--- config.mk ---
export PLATFORM = sky130hd
export DESIGN_NAME = processor_fetch_queue
export DESIGN_NICKNAME = d
export VERILOG_FILES = /design/src/rtl/processor_fetch_queue.sv
export SDC_FILE = /design/constraint.sdc
export NUM_CORES = 1
export LEC_CHECK = 0
export ABC_AREA = 1
export BUFFER_PORTS_ARGS = -buffer_cell sky130_fd_sc_hd__buf_4
export CORE_ASPECT_RATIO = 0.7
export CORE_UTILIZATION = 58
export CTS_BUF_LIST = sky130_fd_sc_hd__clkbuf_4 sky130_fd_sc_hd__clkbuf_8 sky130_fd_sc_hd__clkbuf_16
export DETAILED_ROUTE_END_ITERATION = 12
export GPL_TIMING_DRIVEN = 0
export PLACE_DENSITY = 0.77
export SETUP_SLACK_MARGIN = 0.1
export SYNTH_ARGS = -nofsm -noshare
export SYNTH_HDL_FRONTEND = slang
export SYNTH_SLANG_ARGS = --single-unit
--- constraint.sdc ---
create_clock -name clock -period 3.6 [get_ports clock]
set_input_delay 0.72 -clock clock [delete_from_list [all_inputs] [get_ports clock]]
set_output_delay 0.72 -clock clock [all_outputs]
set_load 0.05 [all_outputs]
--- src/rtl/processor_fetch_queue.sv ---
// Instruction-fetch front end: prefetches code words from a 1-cycle synchronous
// code memory into a small queue and presents {ip, ip+1, word} to decode.
module processor_fetch_queue #(
  parameter int                   ADDR_SIZE = 18,
  parameter int                   WORD_SIZE = 18,
  parameter int                   DEPTH     = 4,
  parameter logic [ADDR_SIZE-1:0] RESET_IP  = '0
) (
  input  logic                         clock,
  input  logic                         reset,
  output logic [ADDR_SIZE-1:0]         code_addr,
  input  logic [WORD_SIZE-1:0]         code_word,
  input  logic                         hold,
  input  logic                         call_performed,
  input  logic [ADDR_SIZE-1:0]         ip_to_call,
  output logic                         out_valid,
  input  logic                         out_ready,
  output logic [ADDR_SIZE-1:0]         out_ip,
  output logic [ADDR_SIZE-1:0]         out_ip_plus_one,
  output logic [WORD_SIZE-1:0]         out_word,
  output logic [$clog2(DEPTH+1)-1:0]   level
);

  localparam int PTR_W = $clog2(DEPTH);
  localparam int LVL_W = $clog2(DEPTH+1);

  logic [ADDR_SIZE-1:0] fetch_ip;
  logic [ADDR_SIZE-1:0] pend_ip;
  logic                 pend;
  logic [ADDR_SIZE-1:0] ip_mem   [DEPTH];
  logic [WORD_SIZE-1:0] word_mem [DEPTH];
  logic [PTR_W-1:0]     rd_ptr;
  logic [PTR_W-1:0]     wr_ptr;
  logic [LVL_W-1:0]     count;
  logic [LVL_W:0]       occupied;
  logic                 issue;
  logic                 push;
  logic                 pop;

  // The address is forced during reset so memory never sees an undefined read.
  assign code_addr = reset          ? RESET_IP   :
                     call_performed ? ip_to_call : fetch_ip;

  // Space accounting includes the word still in flight, so a push never overflows.
  assign occupied = {1'b0, count} + (LVL_W+1)'(pend);
  assign issue    = !hold && (call_performed || (occupied < (LVL_W+1)'(DEPTH)));
  assign push     = pend && !call_performed;
  assign pop      = (count != '0) && out_ready && !call_performed;

  always_ff @(posedge clock) begin
    if (reset) begin
      fetch_ip <= RESET_IP;
      pend     <= 1'b0;
      count    <= '0;
      rd_ptr   <= '0;
      wr_ptr   <= '0;
    end else begin
      pend <= issue;
      if (issue)
        fetch_ip <= code_addr + ADDR_SIZE'(1);
      else if (call_performed)
        fetch_ip <= ip_to_call;

      if (call_performed) begin
        count  <= '0;
        rd_ptr <= '0;
        wr_ptr <= '0;
      end else begin
        if (push) wr_ptr <= wr_ptr + PTR_W'(1);
        if (pop)  rd_ptr <= rd_ptr + PTR_W'(1);
        case ({push, pop})
          2'b10:   count <= count + LVL_W'(1);
          2'b01:   count <= count - LVL_W'(1);
          default: count <= count;
        endcase
      end
    end
  end

  // Datapath storage carries no reset; validity is tracked by count alone.
  always_ff @(posedge clock) begin
    if (issue)
      pend_ip <= code_addr;
    if (push) begin
      ip_mem[wr_ptr]   <= pend_ip;
      word_mem[wr_ptr] <= code_word;
    end
  end

  assign out_valid       = (count != '0);
  assign out_ip          = out_valid ? ip_mem[rd_ptr] : '0;
  assign out_ip_plus_one = out_valid ? ip_mem[rd_ptr] + ADDR_SIZE'(1) : '0;
  assign out_word        = out_valid ? word_mem[rd_ptr] : '0;
  assign level           = count;

endmodule

Yosys cells after proc, flatten, opt, wreduce, memory -nomap -nowiden
Memory sizes are Yosys's and may differ from the RTL's. A register that Yosys moved wholly into a read port is not among the register bits.
Cells that the tools add are included.

word-level totals
  register bits = 44
  logic and storage cells = 41
  bits of input ports = 41
  memory bits (writable) = 144
  output and inout port bits = 76
  memories = 2

cells by class
  multiplexer cells = 13
  add/subtract/negate cells = 7
  equal/unequal tests = 2
  reductions and logical operators = 10
  $lt $le $gt $ge = 1

memories
  memory    depth  bits a word  read ports  clocked after memory_dff  wr ports  RTL line  source
  ip_mem    4      18           1           1                         1         30        logic [ADDR_SIZE-1:0] ip_mem [DEPTH];
  word_mem  4      18           1           1                         1         31        logic [WORD_SIZE-1:0] word_mem [DEPTH];

operators with widths
  operator                 number
  $mux W18                 6
  $add A18 B1 Y18 const B  2
  $mux W2                  4
  $pmux W3 S2              1
  $add A2 B1 Y2 const B    2
  $add A3 B1 Y4            1
  $logic_and A1 B1 Y1      4
  $lt A4 B3 Y1 const B     1
  $add A3 B1 Y3 const B    1
  $reduce_bool A3 Y1       1
  $sub A3 B1 Y3 const B    1
  $eq A2 B1 Y1 const B     1
  $eq A2 B2 Y1 const B     1
  $logic_not A1 Y1         2
  $mux W1                  2
  $reduce_bool A2 Y1       1
  $reduce_or A2 Y1         1
  $logic_or A1 B1 Y1       1

Longest topological paths before layout
Gate-level depths: netlist (run 1).

  depth after elaboration = 5
  gate-level depth with buffers = 16
  depth with buffers taken out = 14

Worst setup path after synthesis (run 1)
OpenSTA, ideal clock, no wires.

  path type = reg2out
  from = register count[1], in the netlist level[1]
  to = output out_ip_plus_one[6]
  cell stages (with the launch flop) = 7
  arrival = 2.606 ns
  setup slack = 0.274 ns
  path buffers = 0
  cell sequence = dfxtp_1 -> inv_1 -> nand2_1 -> nor2_1 -> nor2_1 -> inv_1 -> a21oi_1

between the ends
  cells in the longest elaborated chain, start to end = 2

RTL lines
  what                    RTL line  source
  start, declared         34        logic [LVL_W-1:0] count;
  start signal, assigned  72        2'b10: count <= count + LVL_W'(1);
  start signal, assigned  73        2'b01: count <= count - LVL_W'(1);
  start signal, assigned  74        default: count <= count;
  $reduce_bool A3 Y1      90        assign out_valid = (count != '0);
  $mux W18                92        assign out_ip_plus_one = out_valid ? ip_mem[rd_ptr] + ADDR_SIZE'(1) : '0;
  end, declared           19        output logic [ADDR_SIZE-1:0] out_ip_plus_one,

Every way passes these cells.

==> flow_summary_export.csv, run 1 <==
group,metric,value,unit
outcome,status,"finished, final reports clean",
synthesis,synthTopCellsByArea,"edfxtp_1 56%, nand2_1 8.5%, dfxtp_1 6.5%",
critical_path,r2r_start,"level[1]",
route,drt_wl_total,20100,um
grt,grt_pass1_vias,6068,
sta,slew_headroom,50.0,%
critical_path,cp.depth,14,
route,drcViolationCount,0,
grt,grt_max_degree,29,
grt,busiest_layer,"met2",
sta,skew,0.00926,ns
synthesis,synth-seq-cells,190,
synthesis,ys_seq_area_share,62.6,%
power,sw_frac_of_total,25.8,%
synthesis,yosys_warnings,0,
sta,hold_viol,0,
layout,syn_to_final_growth,21.4,%
power,pwr-share-clk,39.8,%
power,power.density,458,nW/um2
critical_path,crit_chain,"inv_2, clkbuf_4, nand3_1, nand2_2, ha_1, inv_1, nor2_4, nand2_2, nor2_2, nand2_1, nand2_1, nand2_1, a21oi_1, buf_4",
critical_path,crit_arrival,2.59,ns
clock_network,htreeDepth,4,
layout,fin_nets,1082,
layout,drive_gt1_share,21.8,%
layout,diodes,0,
clock_network,cts_hold_buf,0,
synthesis,async_flop_share,0,%
job,drv_cap,0,
critical_path,rrSetupSlack,1.24,ns
critical_path,critPathKind,"reg -> out",
place,gp_congestion,0.884,
floorplan,pin_count,117,
grt,met3_usage,5.53,%
route,wl_per_cell,16.3,um
critical_path,cpPeakStageDelay,0.36,ns
sta,setup_slack,0.290,ns
layout,final_area,10500,um2
critical_path,critPathTopFamily,"simple AND/OR/NAND/NOR gates",
floorplan,die_area,15500,um2
route,drt_iter0_markers,598,
floorplan,die_w,148,um
critical_path,crit_path_start_kind,"register",
grt,antenna_found_initial,0,
sta,worst_pin_slew,0.748,ns
layout,final-instance-count-excl-fill,1236,
sta,holdWs,0.475,ns
clock_network,clockBufferDepth,2,
route,vias,6639,
clock_network,clk_pin_slew,0.07,ns
floorplan,coreArea,14200,um2
hold_path,worstHoldStart,"rd_ptr[1]",
clock_network,cts_tree,"yes",
synthesis,yosysTopAreaCell,"edfxtp_1",
grt,grt_pass1_wl,31300,um
sta,max_freq,0.302,GHz
power,p_leak,4.50,nW
route,via_per_inst,5.37,
synthesis,ys_types,37,
place,place_ws,0.509,ns
synthesis,synth_top_flop_cell,"edfxtp_1",
sta,slew_violations,0,
place,io_buffers,114,
synthesis,synth_nets,945,
sta,period_share,91.9,%
clock_network,root_buffer,"clkbuf_16",
floorplan,die_y,104,um
hold_path,min_path_type,"reg -> reg",
place,place_area,9900,um2
hold_path,holdPathStages,2,
synthesis,synth_top_area_share,56.1,%
synthesis,synth_cells,896,
power,pwr-share-comb,9.1,%
sta,grt_setup_unrepaired,"no",
sta,fin_crit,3.31,ns
power,intPower,3.58,mW
grt,overflow,0,
critical_path,crit_top_cell,"nand2_1",
sta,finalSetupViolations,0,
power,vdd_drop_max,0.369,mV
clock_network,cts_made_buffers,17,
synthesis,syn_area_per_cell,9.68,um2
route,postRouteAntennaNets,0,
grt,grt.met1_usage,39.3,%
grt,grt_usage,26.7,%
layout,fillers,1016,
critical_path,crit_path_max_fanout,10,
place,dpl.hpwl,13900,um
place,dp.cells,1204,
floorplan,floorplan.initialDensity,60.9,%
power,power_switching,1.24,mW
synthesis,syn-cell-area,8670,um2
power,power,4.82,mW
critical_path,cp_num_buf_inv,4,
clock_network,post-cts-setup-buffer-count,0,
critical_path,rr_worst_depth,13,
critical_path,worst_r2r_endpoint,"level[2]",
critical_path,setup.worst_path.end_class,"output pin",
floorplan,rows,36,
synthesis,synth-edff-count,162,
critical_path,critPathSlowestCell,"dfxtp_2",
route,drtPass1Iterations,5,
critical_path,cp.required,2.88,ns
layout,fin_util,74.0,%
sta,finalSetupTns,0,ns
clock_network,clock_sinks,190,
grt,use_met2,39.9,%
clock_network,clk_latency,0.43,ns
power,pwr-share-seq,51.1,%
-- worst max path at each step --
stage | start | end | slack, ns
floorplan | level[1] | out_ip_plus_one[6] | 0.27
global placement | call_performed | ip_mem[0][16] | -0.74
detailed placement | level[1] | out_ip[8] | 0.51
CTS | register | out_ip_plus_one[12] | 0.16
global route | register | out_ip_plus_one[12] | 0.10
finish | register | out_ip_plus_one[12] | 0.29
-- power groups by stage --
stage	Clock [mW]	Sequential (mW)	Combinational (mW)
4_1_cts	1.92	2.46	0.438
2_1_floorplan	0	2.50	0.281
3_3_place_gp	0	2.51	0.425
6_report	1.92	2.46	0.440
3_5_place_dp	0	2.51	0.435
5_1_grt	2.00	2.46	0.474
-- Yosys cell counts (all sizes together) (2+ instances only) --
| cell | count |
|---|---|
| nand3 | 46 |
| edfxtp | 162 |
| or2 | 5 |
| nand4 | 8 |
| nand2 | 207 |
| buf | 30 |
| nor2 | 154 |
| ha | 7 |
| mux2i | 2 |
| o21ai | 70 |
| clkbuf | 6 |
| nor3 | 7 |
| inv | 107 |
| a21oi | 49 |
| o21a | 2 |
| dfxtp | 28 |
-- worst min-delay path: stages, from the launching register on --
cell and delay (ns):
dfxtp_1 0.31, inv_1 0.06, a21oi_1 0.07
-- layer usage --
layer / share of wire [%] / vias up / wire, um
met4: 1.3 / 0 / 259
met3: 9.2 / 22 / 1860
li1: - / 3232 / -
met1: 45 / 3045 / 8950
met2: 45 / 340 / 9030
met5: 0 / - / 0
-- kinds of logic after synthesis --
family          share of synthesized area, %
compound gates                          7.50
fa+ha+maj                               1.24
buf+inv                                 7.49
flops                                   62.6
mux                                    0.231
simple gates                            21.0
-- flip-flops by register name (all words and copies together) (netlist names), named ones only --
signal,count
rd_ptr,2
pend,1
pend_ip,18
word_mem,72
ip_mem,72
fetch_ip,18
wr_ptr,2
level,3
-- cells in the final DEF (no fill, tap or decap), types with 7 or more instances in the layout --
cell       count
nand2_1      196
edfxtp_1     162
nor2_1       137
buf_4        118
inv_1        100
o21ai_0       64
a21oi_1       49
nand3_1       41
dfxtp_1       26
clkbuf_16     17
buf_2         12
nor2_2        10
nand2_2       10
buf_6          7
nor2_4         7
nand4_1        7
ha_1           7
-- cell type report --
cell class | count | area (um2) | area share [%]
Clock buffer | 17 | 425 | 4.04
Timing Repair Buffer | 118 | 958 | 9.10
Clock inverter | 15 | 186 | 1.77
Tap cell | 190 | 238 | 2.26
Sequential cell | 190 | 5430 | 51.6
Multi-Input combinational cell | 563 | 2630 | 25.0
Inverter | 107 | 409 | 3.89
Buffer | 36 | 249 | 2.37
-- repair_timing --
| action | 4_1_cts | 5_1_grt |
|---|---|---|
| gates resized for setup | 1 | 7 |
| pin swaps | 0 | 0 |
| endpoints found under the setup margin | 5 | 6 |
(Power assumes the default switching activity.)
==> inputs of run 2 (changes only) <==
--- a/config.mk
+++ b/config.mk
@@ -7,11 +7,12 @@
 export LEC_CHECK = 0
 export ABC_AREA = 1
 export BUFFER_PORTS_ARGS = -buffer_cell sky130_fd_sc_hd__buf_4
-export CORE_ASPECT_RATIO = 0.7
+export CORE_ASPECT_RATIO = 1.75
 export CORE_UTILIZATION = 58
 export CTS_BUF_LIST = sky130_fd_sc_hd__clkbuf_4 sky130_fd_sc_hd__clkbuf_8 sky130_fd_sc_hd__clkbuf_16
 export DETAILED_ROUTE_END_ITERATION = 12
 export GPL_TIMING_DRIVEN = 0
+export MAX_ROUTING_LAYER = met4
 export PLACE_DENSITY = 0.77
 export SETUP_SLACK_MARGIN = 0.1
 export SYNTH_ARGS = -nofsm -noshare
==> run 2 against run 1 <==
  * Wire length shrank 3.6%
  * Count of clock-buffer cells in the layout is the same
  * First-iteration DRC count shrank 39%
  * Clock power shrank 3%
  * Final cell count shrank 0.81%
  * Worst hold slack gained 0.00095 ns
  * Fmax shrank 2.3%
  * Sequential cell count is the same
  * Sequential share of layout area grew 0.22 points
  * Largest power group unchanged
==> flow_summary_export.csv, run 2 (synthesis results as in run 1) <==
group,metric,value,unit
route,vias,6516,
critical_path,crit_top_cell,"nor2_1",
critical_path,crit_path_max_fanout,10,
layout,fin_nets,1082,
sta,skew,0.0113,ns
critical_path,cpPeakStageDelay,0.52,ns
clock_network,htreeDepth,4,
clock_network,clk_latency,0.43,ns
floorplan,pin_count,117,
grt,met3_usage,4.44,%
critical_path,crit_chain,"inv_1, nand2_1, nor2_1, buf_2, buf_1, nor2_1, buf_4",
critical_path,crit_path_start_kind,"register",
route,drt_iter0_markers,364,
clock_network,post-cts-setup-buffer-count,0,
job,drv_cap,0,
clock_network,clock_sinks,190,
critical_path,critPathKind,"reg -> out",
route,via_per_inst,5.31,
route,postRouteAntennaNets,0,
place,dp.cells,1194,
floorplan,rows,58,
sta,slew_headroom,55.0,%
grt,grt_usage,27.1,%
outcome,status,"finished, final reports clean",
sta,fin_crit,3.39,ns
route,drt_wl_total,19400,um
floorplan,die_area,15500,um2
place,dpl.hpwl,13900,um
route,drcViolationCount,0,
grt,grt_pass1_vias,6227,
layout,fillers,1088,
critical_path,r2r_start,"level[1]",
layout,diodes,0,
clock_network,cts_made_buffers,17,
layout,final-instance-count-excl-fill,1226,
critical_path,crit_arrival,2.67,ns
clock_network,root_buffer,"clkbuf_16",
power,vdd_drop_max,0.403,mV
grt,busiest_layer,"met2",
place,io_buffers,114,
layout,layout_commonest_cell,"nand2_1",
layout,drive_gt1_share,21.5,%
floorplan,coreArea,14500,um2
grt,use_met2,49.0,%
hold_path,worstHoldStart,"rd_ptr[1]",
layout,syn_to_final_growth,20.8,%
critical_path,startpoint,"level[1]",
grt,antenna_found_initial,0,
floorplan,die_w,94.4,um
layout,final_cell_mix,"196 x nand2_1, 162 x edfxtp_1, 137 x nor2_1",
place,place_area,9860,um2
sta,max_freq,0.295,GHz
grt,grt.met1_usage,27.1,%
clock_network,clockBufferDepth,2,
critical_path,critPathSlowestCell,"nor2_1",
critical_path,setup.worst_path.end_class,"output pin",
sta,period_share,94.1,%
critical_path,cp.required,2.88,ns
sta,hold_viol,0,
sta,slew_violations,0,
place,gp_congestion,0.892,
grt,overflow,0,
floorplan,floorplan.initialDensity,59.7,%
layout,largest_registers,"ip_mem (72), word_mem (72)",
power,p_leak,4.48,nW
power,power.density,454,nW/um2
sta,worst_pin_slew,0.672,ns
route,wl_per_cell,15.8,um
hold_path,min_path_type,"reg -> reg",
layout,final_area,10500,um2
grt,grt_max_degree,23,
clock_network,clk_pin_slew,0.07,ns
sta,grt_setup_unrepaired,"no",
clock_network,cts_tree,"yes",
sta,finalSetupViolations,0,
floorplan,die_y,164,um
grt,grt_pass1_wl,30100,um
route,drtPass1Iterations,5,
## run 2: cell types whose count changed in the layout (fill, tap and decap cells not counted), moves of 2 or more
| cell | change |
|---|---|
| dfxtp_2 | -2 |
| clkinv_8 | -2 |
| buf_16 | -3 |
| inv_6 | -3 |
| buf_6 | +2 |
| buf_12 | +3 |
| clkinv_4 | +4 |
| dfxtp_1 | +2 |
## run 2: final timing paths
kind	end	slack [ns]	cells past startpoint
hold reg to reg	register	0.48	2
hold / removal	register	0.48	2
setup / recovery	out_ip[7]	0.21	7
setup reg to reg	level[2]	1.10	13
## run 2: cell type report
cell class                 instances  area, um2  area share, %
sequential                       190       5430           51.8
multi-input combinational        563       2630           25.1
timing repair buffer             118        943           9.00
clock buffer                      17        425           4.06
inverter                         107        407           3.88
buffer                            36        248           2.36
tap                              180        225           2.15
clock inverter                    15        170           1.62
## run 2: power breakdown
part	leakage, nW	total (mW)	internal, mW	switching, mW
combinational	2.47	0.434	0.132	0.301
clock	0.287	1.86	0.990	0.871
sequential	1.72	2.46	2.44	0.0216
total	4.48	4.75	3.56	1.19
## run 2: metrics by stage
stage | utilization [%] | setup slack (ns) | TNS [ns] | hold slack [ns] | total power [mW]
floorplan | - | 0.274 | 0 | 0.436 | 2.79
global placement | 67.2 | -0.726 | -97.16 | 0.449 | 2.93
detailed placement | 67.9 | 0.653 | 0 | 0.458 | 2.94
CTS | 72.1 | 0.168 | 0 | 0.458 | 4.78
global route | 72.2 | 0.0995 | 0 | 0.467 | 4.90
finish | 72.2 | 0.211 | 0 | 0.476 | 4.75
## run 2: critical path, delay by kind of cell, from the launching register on
kind | cells | cell delay (ns)
AND/OR/NAND/NOR | 3 | 0.73
flip-flops | 1 | 0.33
buffers and inverters | 4 | 1.17
## run 2: per-layer routing
| metal | vias to the layer above | wire, um |
|---|---|---|
| met5 | - | 0 |
| met4 | 0 | 516 |
| met3 | 42 | 1070 |
| met2 | 260 | 10600 |
| met1 | 2989 | 7160 |
| li1 | 3225 | - |
## run 2: what timing repair did
item,4_1_cts,5_1_grt
hold endpoints to repair,0,0
endpoints found under the setup margin,0,3
gates resized for setup,0,7
hold buffers,0,0
==> inputs of run 3 (changes only) <==
--- a/config.mk
+++ b/config.mk
@@ -5,11 +5,11 @@
 export SDC_FILE = /design/constraint.sdc
 export NUM_CORES = 1
 export LEC_CHECK = 0
-export ABC_AREA = 1
 export BUFFER_PORTS_ARGS = -buffer_cell sky130_fd_sc_hd__buf_4
 export CORE_ASPECT_RATIO = 1.75
-export CORE_UTILIZATION = 58
+export CORE_UTILIZATION = 57
 export CTS_BUF_LIST = sky130_fd_sc_hd__clkbuf_4 sky130_fd_sc_hd__clkbuf_8 sky130_fd_sc_hd__clkbuf_16
+export CTS_CLUSTER_DIAMETER = 120
 export DETAILED_ROUTE_END_ITERATION = 12
 export GPL_TIMING_DRIVEN = 0
 export MAX_ROUTING_LAYER = met4
==> run 3 against run 2 <==
  * Die area shrank 4.6%
  * Synthesized cell count fell by 43%
  * Sequential cell count unchanged
  * Clock skew is 0.0046 ns lower
  * Worst hold slack gained 0.013 ns
  * Count of clock-buffer cells in the layout did not move
  * Via count shrank 25%
  * Critical endpoint is now out_ip_plus_one[17]
  * Fmax fell by 3.5%
  * Wire length fell by 13%
==> flow_summary_export.csv, run 3 <==
group,metric,value,unit
place,place_area,9300,um2
grt,overflow,0,
place,gp_congestion,0.882,
clock_network,clk_pin_slew,0.07,ns
power,power.density,467,nW/um2
sta,slew_headroom,44.9,%
synthesis,yosys_warnings,0,
floorplan,die_y,160,um
sta,slew_violations,0,
critical_path,setup.worst_path.end_class,"output pin",
floorplan,coreArea,13900,um2
critical_path,crit_arrival,2.79,ns
layout,seq_area,5430,um2
place,dp.cells,806,
power,vdd_drop_max,0.354,mV
floorplan,rows,57,
grt,grt_max_degree,28,
clock_network,htreeDepth,4,
sta,max_freq,0.285,GHz
synthesis,synth-edff-count,162,
synthesis,syn_area_per_cell,16.0,um2
synthesis,ys_types,52,
sta,holdWs,0.488,ns
layout,final-instance-count-excl-fill,847,
route,vias,4898,
critical_path,cp-endpoint,"out_ip_plus_one[17]",
sta,setup_slack,0.0864,ns
critical_path,critPathKind,"reg -> out",
synthesis,syn-cell-area,8120,um2
layout,drive_gt1_share,35.1,%
route,drcViolationCount,0,
clock_network,clock_sinks,190,
floorplan,die_w,92.2,um
sta,period_share,97.6,%
hold_path,min_path_type,"in -> reg",
route,wl_per_cell,19.9,um
grt,grt_usage,24.7,%
layout,syn_to_final_growth,23.5,%
synthesis,synth_top_flop_cell,"edfxtp_1",
layout,fin_nets,706,
route,via_per_inst,5.78,
outcome,status,"finished, final reports clean",
clock_network,cts_hold_buf,0,
critical_path,r2r_start,"level[1]",
sta,grt_setup_unrepaired,"yes",
synthesis,synth_nets,558,
floorplan,die_area,14700,um2
place,io_buffers,116,
sta,hold_viol,0,
layout,diodes,0,
synthesis,async_flop_share,0,%
route,drt_iter0_markers,230,
critical_path,cp.required,2.88,ns
sta,finalSetupViolations,0,
grt,grt_pass1_vias,5044,
synthesis,synthTopCellsByCount,"162 x edfxtp_1, 54 x nor2_1, 39 x and2_1",
job,drv_cap,0,
critical_path,rrSetupSlack,0.94,ns
synthesis,ys_seq_area_share,66.8,%
synthesis,yosysTopAreaCell,"edfxtp_1",
sta,worst_pin_slew,0.825,ns
clock_network,cts_made_buffers,17,
route,postRouteAntennaNets,0,
clock_network,clk_latency,0.43,ns
clock_network,clockBufferDepth,2,
layout,final_cell_mix,"162 x edfxtp_1, 125 x buf_4, 52 x nor2_1",
place,place_ws,-0.390,ns
layout,multiInputGateArea,2540,um2
synthesis,yosysMostFrequentCell,"edfxtp_1",
floorplan,pin_count,117,
synthesis,synth-seq-cells,190,
place,dpl.hpwl,11700,um
route,drt_wl_total,16800,um
grt,antenna_found_initial,0,
clock_network,cts_tree,"yes",
critical_path,worst_r2r_endpoint,"fetch_ip[17]",
layout,largest_registers,"ip_mem (72), word_mem (72)",
floorplan,floorplan.initialDensity,58.4,%
synthesis,synth_cells,509,
power,p_leak,3.62,nW
critical_path,rr_worst_depth,5,
sta,fin_crit,3.51,ns
grt,grt_pass1_wl,26100,um
critical_path,crit_path_start_kind,"register",
route,drtPass1Iterations,5,
clock_network,root_buffer,"clkbuf_16",
layout,final_area,10000,um2
synthesis,synth_top_area_share,59.9,%
power,power,4.69,mW
critical_path,crit_path_max_fanout,5,
synthesis,synthTopCellsByArea,"edfxtp_1 60%, mux4_2 8.6%, dfxtp_1 6.9%",
layout,layout_commonest_cell,"edfxtp_1",
layout,fillers,896,
sta,skew,0.00671,ns
==> run 3: cell count changes in the layout (fill, tap and decap cells not counted), moves of 21 or more <==
cell / before / now
mux4_2: 0 / 34
nand3_1: 41 / 20
a21oi_1: 49 / 5
inv_1: 100 / 11
xnor2_1: 0 / 22
nand2_1: 196 / 7
and2_1: 0 / 35
o21ai_0: 64 / 3
nor2_1: 137 / 52
==> run 3: repair_timing <==
item	4_1_cts	5_1_grt
buffers inserted	4	4
endpoints found under the setup margin	16	17
gates resized for setup	7	10
pin swaps	1	3
cloned	0	1
==> run 3: routing by layer <==
layer	global-route usage [%]	up-vias	wire, um
met5	-	-	0
met4	12.1	0	461
met3	3.71	36	743
met2	43.0	192	9300
met1	27.3	2447	6340
li1	-	2223	-
==> run 3: area by class of cell <==
class	count	share of cell area [%]
Sequential cell	190	54.1
Multi-Input combinational cell	285	25.4
Timing Repair Buffer	129	10.4
Clock buffer	17	4.24
Tap cell	177	2.21
Clock inverter	15	1.76
Buffer	22	1.45
Inverter	12	0.449
==> run 3: cells by family (layout without fill, tap and decap cells) <==
group	Yosys count	after routing	share of synthesized area (%)
AO/OA/AOI/OAI	22	22	1.90
XOR/XNOR	27	27	2.91
adder cells (fa/ha/maj)	8	8	1.33
buffers and inverters	34	195	2.19
flip-flops	190	190	66.8
multiplexers	62	62	13.5
AND/OR/NAND/NOR	166	166	11.3
==> run 3: worst min-delay path by stage <==
stage / startpoint / endpoint / slack (ns) / cells after the start
2_1_floorplan: pend_ip[0] / ip_mem[0][0] / 0.46 / 0
3_3_place_gp: pend_ip[1] / ip_mem[0][1] / 0.47 / 0
3_5_place_dp: pend_ip[7] / ip_mem[2][7] / 0.48 / 0
4_1_cts: code_word[13] / word_mem[1][13] / 0.48 / 1
5_1_grt: code_word[13] / word_mem[1][13] / 0.47 / 1
6_report: code_word[5] / word_mem[0][5] / 0.49 / 1
==> run 3: worst max-delay path: stages, from the launching register on <==
cell	delay, ns
dfxtp_4	0.37
buf_8	0.14
mux4_1	0.45
nand4_1	0.25
nor4_4	0.42
nand4_1	0.16
mux2_1	0.37
buf_4	0.20
==> run 3: through the flow <==
stage,setup TNS (ns),util (%)
6_report,0,72.1
5_1_grt,-0.0127,72.1
4_1_cts,0,71.5
3_5_place_dp,-1.05,66.9
3_3_place_gp,-25.19,66.3
2_1_floorplan,0,-
==> run 3: report_power, final <==
| group | total, mW | switching (mW) | internal, mW |
|---|---|---|---|
| clock | 1.89 | 0.842 | 1.05 |
| combinational | 0.337 | 0.212 | 0.125 |
| sequential | 2.46 | 0.0258 | 2.43 |
| total | 4.69 | 1.08 | 3.61 |
